$ cat config.mk
export PLATFORM = sky130hd
export DESIGN_NAME = sipo_frame_rx_ctrl
export DESIGN_NICKNAME = d
export VERILOG_FILES = /design/src/rtl/sipo_frame_rx_ctrl_pkg.sv /design/src/rtl/sipo_frame_rx_ctrl_shift_reg.sv /design/src/rtl/sipo_frame_rx_ctrl.sv
export SDC_FILE = /design/constraint.sdc
export NUM_CORES = 1
export LEC_CHECK = 0
export CAP_MARGIN = 30
export CORE_MARGIN = 2
export CORE_UTILIZATION = 40
export DETAILED_ROUTE_END_ITERATION = 8
export GPL_TIMING_DRIVEN = 0
export PLACE_DENSITY = 0.66
export SLEW_MARGIN = 40
export SYNTH_ARGS = -nofsm -noshare
export SYNTH_HDL_FRONTEND = slang
export SYNTH_SLANG_ARGS = --single-unit
$ cat constraint.sdc
create_clock -name CLK -period 3.1 [get_ports CLK]
set_input_delay 0.775 -clock CLK [delete_from_list [all_inputs] [get_ports CLK]]
set_output_delay 0.775 -clock CLK [all_outputs]
set_load 0.01 [all_outputs]
$ cat src/rtl/sipo_frame_rx_ctrl_pkg.sv
// sipo_rx_pkg -- shared FSM encoding and counter sizing helpers for the serial frame receiver.
// Rev 1.0
`default_nettype none

package sipo_rx_pkg;

   typedef enum logic [1:0] {
      IDLE  = 2'd0,
      START = 2'd1,
      DATA  = 2'd2,
      STOP  = 2'd3
   } state_e;

   function automatic int mid_bit(input int div);
      return div / 2 - 1;
   endfunction

   function automatic int clk_cnt_w(input int div);
      return (div > 2) ? $clog2(div) : 1;
   endfunction

   function automatic int bit_cnt_w(input int width);
      return $clog2(width + 1);
   endfunction

endpackage

`default_nettype wire

$ cat src/rtl/sipo_frame_rx_ctrl_shift_reg.sv
// sipo_shift_reg -- right-shifting SIPO; serial input enters the MSB.
// Rev 1.0
`default_nettype none

module sipo_shift_reg
   import sipo_rx_pkg::*;
#(
   parameter int WIDTH = 4
) (
   input  logic             CLK,
   input  logic             RESET,
   input  logic             SHIFT_EN,
   input  logic             SER_IN,
   output logic [WIDTH-1:0] PAR_OUT
);

   logic [WIDTH-1:0] sr_q;

   generate
      if (WIDTH == 1) begin : g_single
         always_ff @(posedge CLK) begin
            if (RESET)         sr_q <= '0;
            else if (SHIFT_EN) sr_q <= SER_IN;
         end
      end else begin : g_multi
         always_ff @(posedge CLK) begin
            if (RESET)         sr_q <= '0;
            else if (SHIFT_EN) sr_q <= {SER_IN, sr_q[WIDTH-1:1]};
         end
      end
   endgenerate

   assign PAR_OUT = sr_q;

endmodule

`default_nettype wire

$ cat src/rtl/sipo_frame_rx_ctrl.sv
// sipo_frame_rx_ctrl -- oversampling serial frame receiver driving a SIPO, with VALID/READY output.
// Rev 1.0
`default_nettype none

module sipo_frame_rx_ctrl
   import sipo_rx_pkg::*;
#(
   parameter int WIDTH = 4,
   parameter int DIV   = 4
) (
   input  logic             CLK,
   input  logic             RESET,
   input  logic             DATA_IN,
   input  logic             READY,
   output logic [WIDTH-1:0] Q,
   output logic             VALID,
   output logic             BUSY,
   output logic             FRAME_ERR,
   output logic             OVERRUN
);

   localparam int CW = clk_cnt_w(DIV);
   localparam int BW = bit_cnt_w(WIDTH);
   localparam logic [CW-1:0] MID      = CW'(mid_bit(DIV));
   localparam logic [CW-1:0] LAST     = CW'(DIV - 1);
   localparam logic [BW-1:0] LAST_BIT = BW'(WIDTH - 1);

   state_e           state_q, state_d;
   logic [CW-1:0]    cnt_q, cnt_d;
   logic [BW-1:0]    bit_q, bit_d;
   logic             sync1_q, sync2_q, prev_q;
   logic [WIDTH-1:0] q_q;
   logic             valid_q, ferr_q, ovr_q;
   logic [WIDTH-1:0] sipo;
   logic             shift_en, stop_sample, load, ovr_d, ferr_d;

   sipo_shift_reg #(.WIDTH(WIDTH)) u_sipo (
      .CLK      (CLK),
      .RESET    (RESET),
      .SHIFT_EN (shift_en),
      .SER_IN   (sync2_q),
      .PAR_OUT  (sipo)
   );

   always_comb begin
      state_d     = state_q;
      cnt_d       = cnt_q + CW'(1);
      bit_d       = bit_q;
      shift_en    = 1'b0;
      stop_sample = 1'b0;
      case (state_q)
         IDLE: begin
            cnt_d = '0;
            if (prev_q && !sync2_q) state_d = START;
         end
         START: begin
            if (cnt_q == MID) begin
               cnt_d = '0;
               bit_d = '0;
               // A line back high at mid-start is treated as a glitch.
               state_d = sync2_q ? IDLE : DATA;
            end
         end
         DATA: begin
            if (cnt_q == LAST) begin
               cnt_d    = '0;
               shift_en = 1'b1;
               if (bit_q == LAST_BIT) state_d = STOP;
               else                   bit_d   = bit_q + BW'(1);
            end
         end
         STOP: begin
            if (cnt_q == LAST) begin
               cnt_d       = '0;
               stop_sample = 1'b1;
               state_d     = IDLE;
            end
         end
         default: state_d = IDLE;
      endcase
   end

   assign load   = stop_sample && sync2_q && (!valid_q || READY);
   assign ovr_d  = stop_sample && sync2_q && valid_q && !READY;
   assign ferr_d = stop_sample && !sync2_q;

   always_ff @(posedge CLK) begin
      if (RESET) begin
         state_q <= IDLE;
         cnt_q   <= '0;
         bit_q   <= '0;
         sync1_q <= 1'b1;
         sync2_q <= 1'b1;
         prev_q  <= 1'b1;
         q_q     <= '0;
         valid_q <= 1'b0;
         ferr_q  <= 1'b0;
         ovr_q   <= 1'b0;
      end else begin
         state_q <= state_d;
         cnt_q   <= cnt_d;
         bit_q   <= bit_d;
         sync1_q <= DATA_IN;
         sync2_q <= sync1_q;
         prev_q  <= sync2_q;
         ferr_q  <= ferr_d;
         ovr_q   <= ovr_d;
         // A load on a transfer edge keeps VALID high with the new word.
         if (load) begin
            q_q     <= sipo;
            valid_q <= 1'b1;
         end else if (valid_q && READY) begin
            valid_q <= 1'b0;
         end
      end
   end

   assign Q         = q_q;
   assign VALID     = valid_q;
   assign BUSY      = (state_q != IDLE);
   assign FRAME_ERR = ferr_q;
   assign OVERRUN   = ovr_q;

endmodule

`default_nettype wire
==> flow_summary.json, run 1 <==
{
  "outcome": "finished clean",
  "number_of_routed_nets_with_antenna_violations": 0,
  "cts_buffers": 3,
  "setup-violations-final": 0,
  "cellPowerDensity_nw_per_um2": 387.0,
  "firstDrtPassIters": 6,
  "worst-path-max-fanout": 10,
  "min_delay_path_depth": 1,
  "report.final.slew_viol_count": 0,
  "worst_r2r_endpoint": "bit_q[2]$_SDFFE_PP0P_",
  "first_global_vias": 652,
  "post_cts_buffers": 0,
  "setup_slack_reg_to_reg_ns": 1.36,
  "worst_ir_drop_vdd_v": 0.0003719,
  "floorplan.die.width_um": 51.89,
  "post_drt_wl_per_cell_um": 11.33,
  "clkLatencyLatePin_ns": 0.30,
  "totalWireLength_um": 1552,
  "synthCells": 94,
  "criticalPathCategory": "reg2out",
  "port_buffers": 11,
  "global_route.usage.total": 0.1359,
  "timing.critical_path.slowest_stage_cell": "sky130_fd_sc_hd__clkdlybuf4s50_1",
  "timing.critical_path.cells": "buf_2, or2_2, clkdlybuf4s50_1",
  "final.period_utilization": 0.7856,
  "clock-root-buffer": "sky130_fd_sc_hd__clkbuf_4",
  "rsz0062_at_grt": "false",
  "cp_data_arrival_time_ns": 1.66,
  "synth_fp_nets": 103,
  "regToRegStartpoint": "bit_q[0]$_SDFFE_PP0P_",
  "final_cells": 137,
  "avgSynthCellArea_sq_um": 9.757,
  "top_level_ports": 12,
  "cts-resized-gates": 0,
  "post-route-min-period_ns": 2.435,
  "worstRegToRegCells": 5,
  "drt_iter0_drc": 8,
  "achievable-frequency_ghz": 0.4106,
  "drt_drc_violations_left": 0,
  "gpl.final_weighted_congestion": 0.6816,
  "cts-hold-fix-buffers": 0,
  "ys_warn_count": 0,
  "multi_input_area_sq_um": 451.7,
  "mostFrequentLayoutCells": "sky130_fd_sc_hd__dfxtp_1, sky130_fd_sc_hd__clkdlybuf4s50_1, sky130_fd_sc_hd__nand2b_1",
  "endpoint_kind": "primary output",
  "dpl.cell_count": 133,
  "dr_total_vias": 672,
  "cts.reportedPaths.clkPinSlew_ns": 0.11,
  "numClockSinks": 21,
  "timing.max_slew.rel_slack": 0.7058,
  "final-hold-violation-count": 0,
  "worst_hold_startpoint": "sync1_q$_SDFF_PP1_",
  "final.fill_count": 212,
  "worst_hold_path_type": "reg2reg",
  "leakage_nw": 0.4055,
  "die_area_sq_um": 2692,
  "final_common_cell": "sky130_fd_sc_hd__dfxtp_1",
  "wire_length_of_the_first_global_routing_pass_um": 2697,
  "grt_max_degree": 13,
  "timing.setup.tns_ns": 0,
  "htree_num_levels": 1,
  "dp_hpwl_um": 1163,
  "tritoncts": "built",
  "postSynthRegisterBits": 21,
  "number_of_distinct_library_cells_after_synthesis": 23,
  "clockBufferDepth": 2,
  "floorplan.initialDensity": 0.4186,
  "overflow_left_after_global_routing": 0,
  "maxCapViolCount": 0,
  "die_height_um": 51.89,
  "storage_element_area_sq_um": 420.4,
  "min_delay_worst_endpoint": "sync2_q$_SDFF_PP1_",
  "seq_area_frac_synth": 0.4584,
  "worst-slew-pin-transition_ns": 0.4413,
  "floorplan.rows": 17,
  "layout-area-overhead-vs-synth_pct": 18.83,
  "finalClockSkew_ns": 0.002835,
  "stage_delay_of_the_slowest_cell_on_the_critical_path_ns": 0.48,
  "initial_antenna_violation_count": 0,
  "layout_cells_sized_above_1": 0.1284,
  "viasPerCell": 4.905,
  "antenna_cells_inserted": 0,
  "synth_area_sq_um": 917.1,
  "start_kind": "register",
  "cp_data_required_time_ns": 2.32,
  "core_footprint_sq_um": 2191,
  "fin_nets": 119
}
[layout make-up]
class | instances | share of cell area
clock buffer | 3 | 0.02067
multi-input combinational | 62 | 0.4145
timing repair buffer | 11 | 0.1010
sequential | 21 | 0.3858
clock inverter | 1 | 0.004592
tap | 28 | 0.03215
buffer | 6 | 0.02411
inverter | 5 | 0.01722
[stage by stage]
stage | worst slack [ns] | hold slack, ns | cell area [sq um] | util | total power, W
after detailed placement | 0.7852 | 0.3952 | 1062 | 0.4849 | 0.0003016
after global placement | 0.7763 | 0.3932 | 1062 | 0.4849 | 0.0003013
final | 0.6647 | 0.4230 | 1090 | 0.4974 | 0.0004217
after CTS | 0.6505 | 0.4235 | 1090 | 0.4974 | 0.0004290
after global routing | 0.5818 | 0.4512 | 1090 | 0.4974 | 0.0004423
after floorplan | 1.487 | 0.3895 | 917.1 | - | 0.0002926
[registers in the layout (all words and copies together), names as in the netlist, named ones only]
register / cells
sync2_q: 1
state_q: 1
OVERRUN: 1
sync1_q: 1
bit_q: 3
u_sipo.PAR_OUT: 4
cnt_q: 2
Q: 4
VALID: 1
FRAME_ERR: 1
prev_q: 1
[where the power goes]
group	internal, W	switching (W)	total (W)
Combinational	0.0000114	0.00000939	0.0000208
Sequential	0.000272	0.00000196	0.000274
Clock	0.0000481	0.0000785	0.000127
[routing by layer]
metal | up-vias | wire, um | global-route usage
met5 | - | 0 | 0
met4 | 0 | 13 | 0.02632
met3 | 2 | 44 | 0.05172
met2 | 6 | 772 | 0.2342
met1 | 313 | 722 | 0.1601
li1 | 351 | - | -
[worst max-delay path by stage]
| stage | cells past startpoint | slack [ns] | startpoint | to |
|---|---|---|---|---|
| finish | 3 | 0.66 | register | BUSY |
| detailed placement | 4 | 0.79 | RESET | u_sipo.PAR_OUT[2]$_SDFFE_PP0P_ |
| global route | 3 | 0.58 | register | BUSY |
| CTS | 3 | 0.65 | register | BUSY |
| global placement | 4 | 0.78 | RESET | u_sipo.PAR_OUT[0]$_SDFFE_PP0P_ |
| floorplan | 5 | 1.49 | bit_q[0]$_SDFFE_PP0P_ | bit_q[1]$_SDFFE_PP0P_ |
[worst max-delay path: cells and delay by family, from the launching register on]
kind,cells,cell delay [ns]
buf+inv,2,0.68
flops,1,0.39
simple gates,1,0.30
[cells in the mapped netlist (all sizes together)]
master   instances  share of area
a21oi            6          0.033
a32o             1          0.011
a32oi            1         0.0096
buf              3          0.016
clkbuf           3          0.012
dfxtp           21           0.46
ha               5          0.068
inv              5          0.020
mux2             2          0.025
mux2i            8          0.087
nand2            2         0.0082
nand2b           9          0.061
nand3            4          0.022
nand3b           2          0.016
nand4            1         0.0068
nand4bb          1          0.018
nor2             8          0.033
nor2b            1         0.0068
nor3             2          0.011
nor3b            1         0.0082
o21a             1         0.0082
or2              4          0.027
or4b             3          0.033
[cells by family after synthesis]
| logic type | Yosys count | synth area share |
|---|---|---|
| compound gates | 9 | 0.06140 |
| buf+inv | 11 | 0.04911 |
| fa+ha+maj | 5 | 0.06821 |
| simple gates | 38 | 0.2510 |
| flops | 21 | 0.4584 |
| mux | 10 | 0.1119 |
No activity file was read; power rests on OpenSTA's default activity.
==> run 2, diff against run 1 <==
==> constraint.sdc (replaced) <==
create_clock -name CLK -period 2.5 [get_ports CLK]
set_input_delay 0.625 -clock CLK [delete_from_list [all_inputs] [get_ports CLK]]
set_output_delay 0.625 -clock CLK [all_outputs]
set_load 0.01 [all_outputs]
==> results of run 2 <==
Same layout as run 1 (identical final DEF). Status: finished clean.
Main changes from that run: setup slack after placement 0.7852 ns -> 0.3352 ns; setup slack after layout 0.6647 ns -> 0.2147 ns; register-to-register setup slack 1.36 ns -> 0.76 ns; total power 0.0004217 W -> 0.0005229 W; worst IR drop on VDD 0.0003719 V -> 0.0004612 V
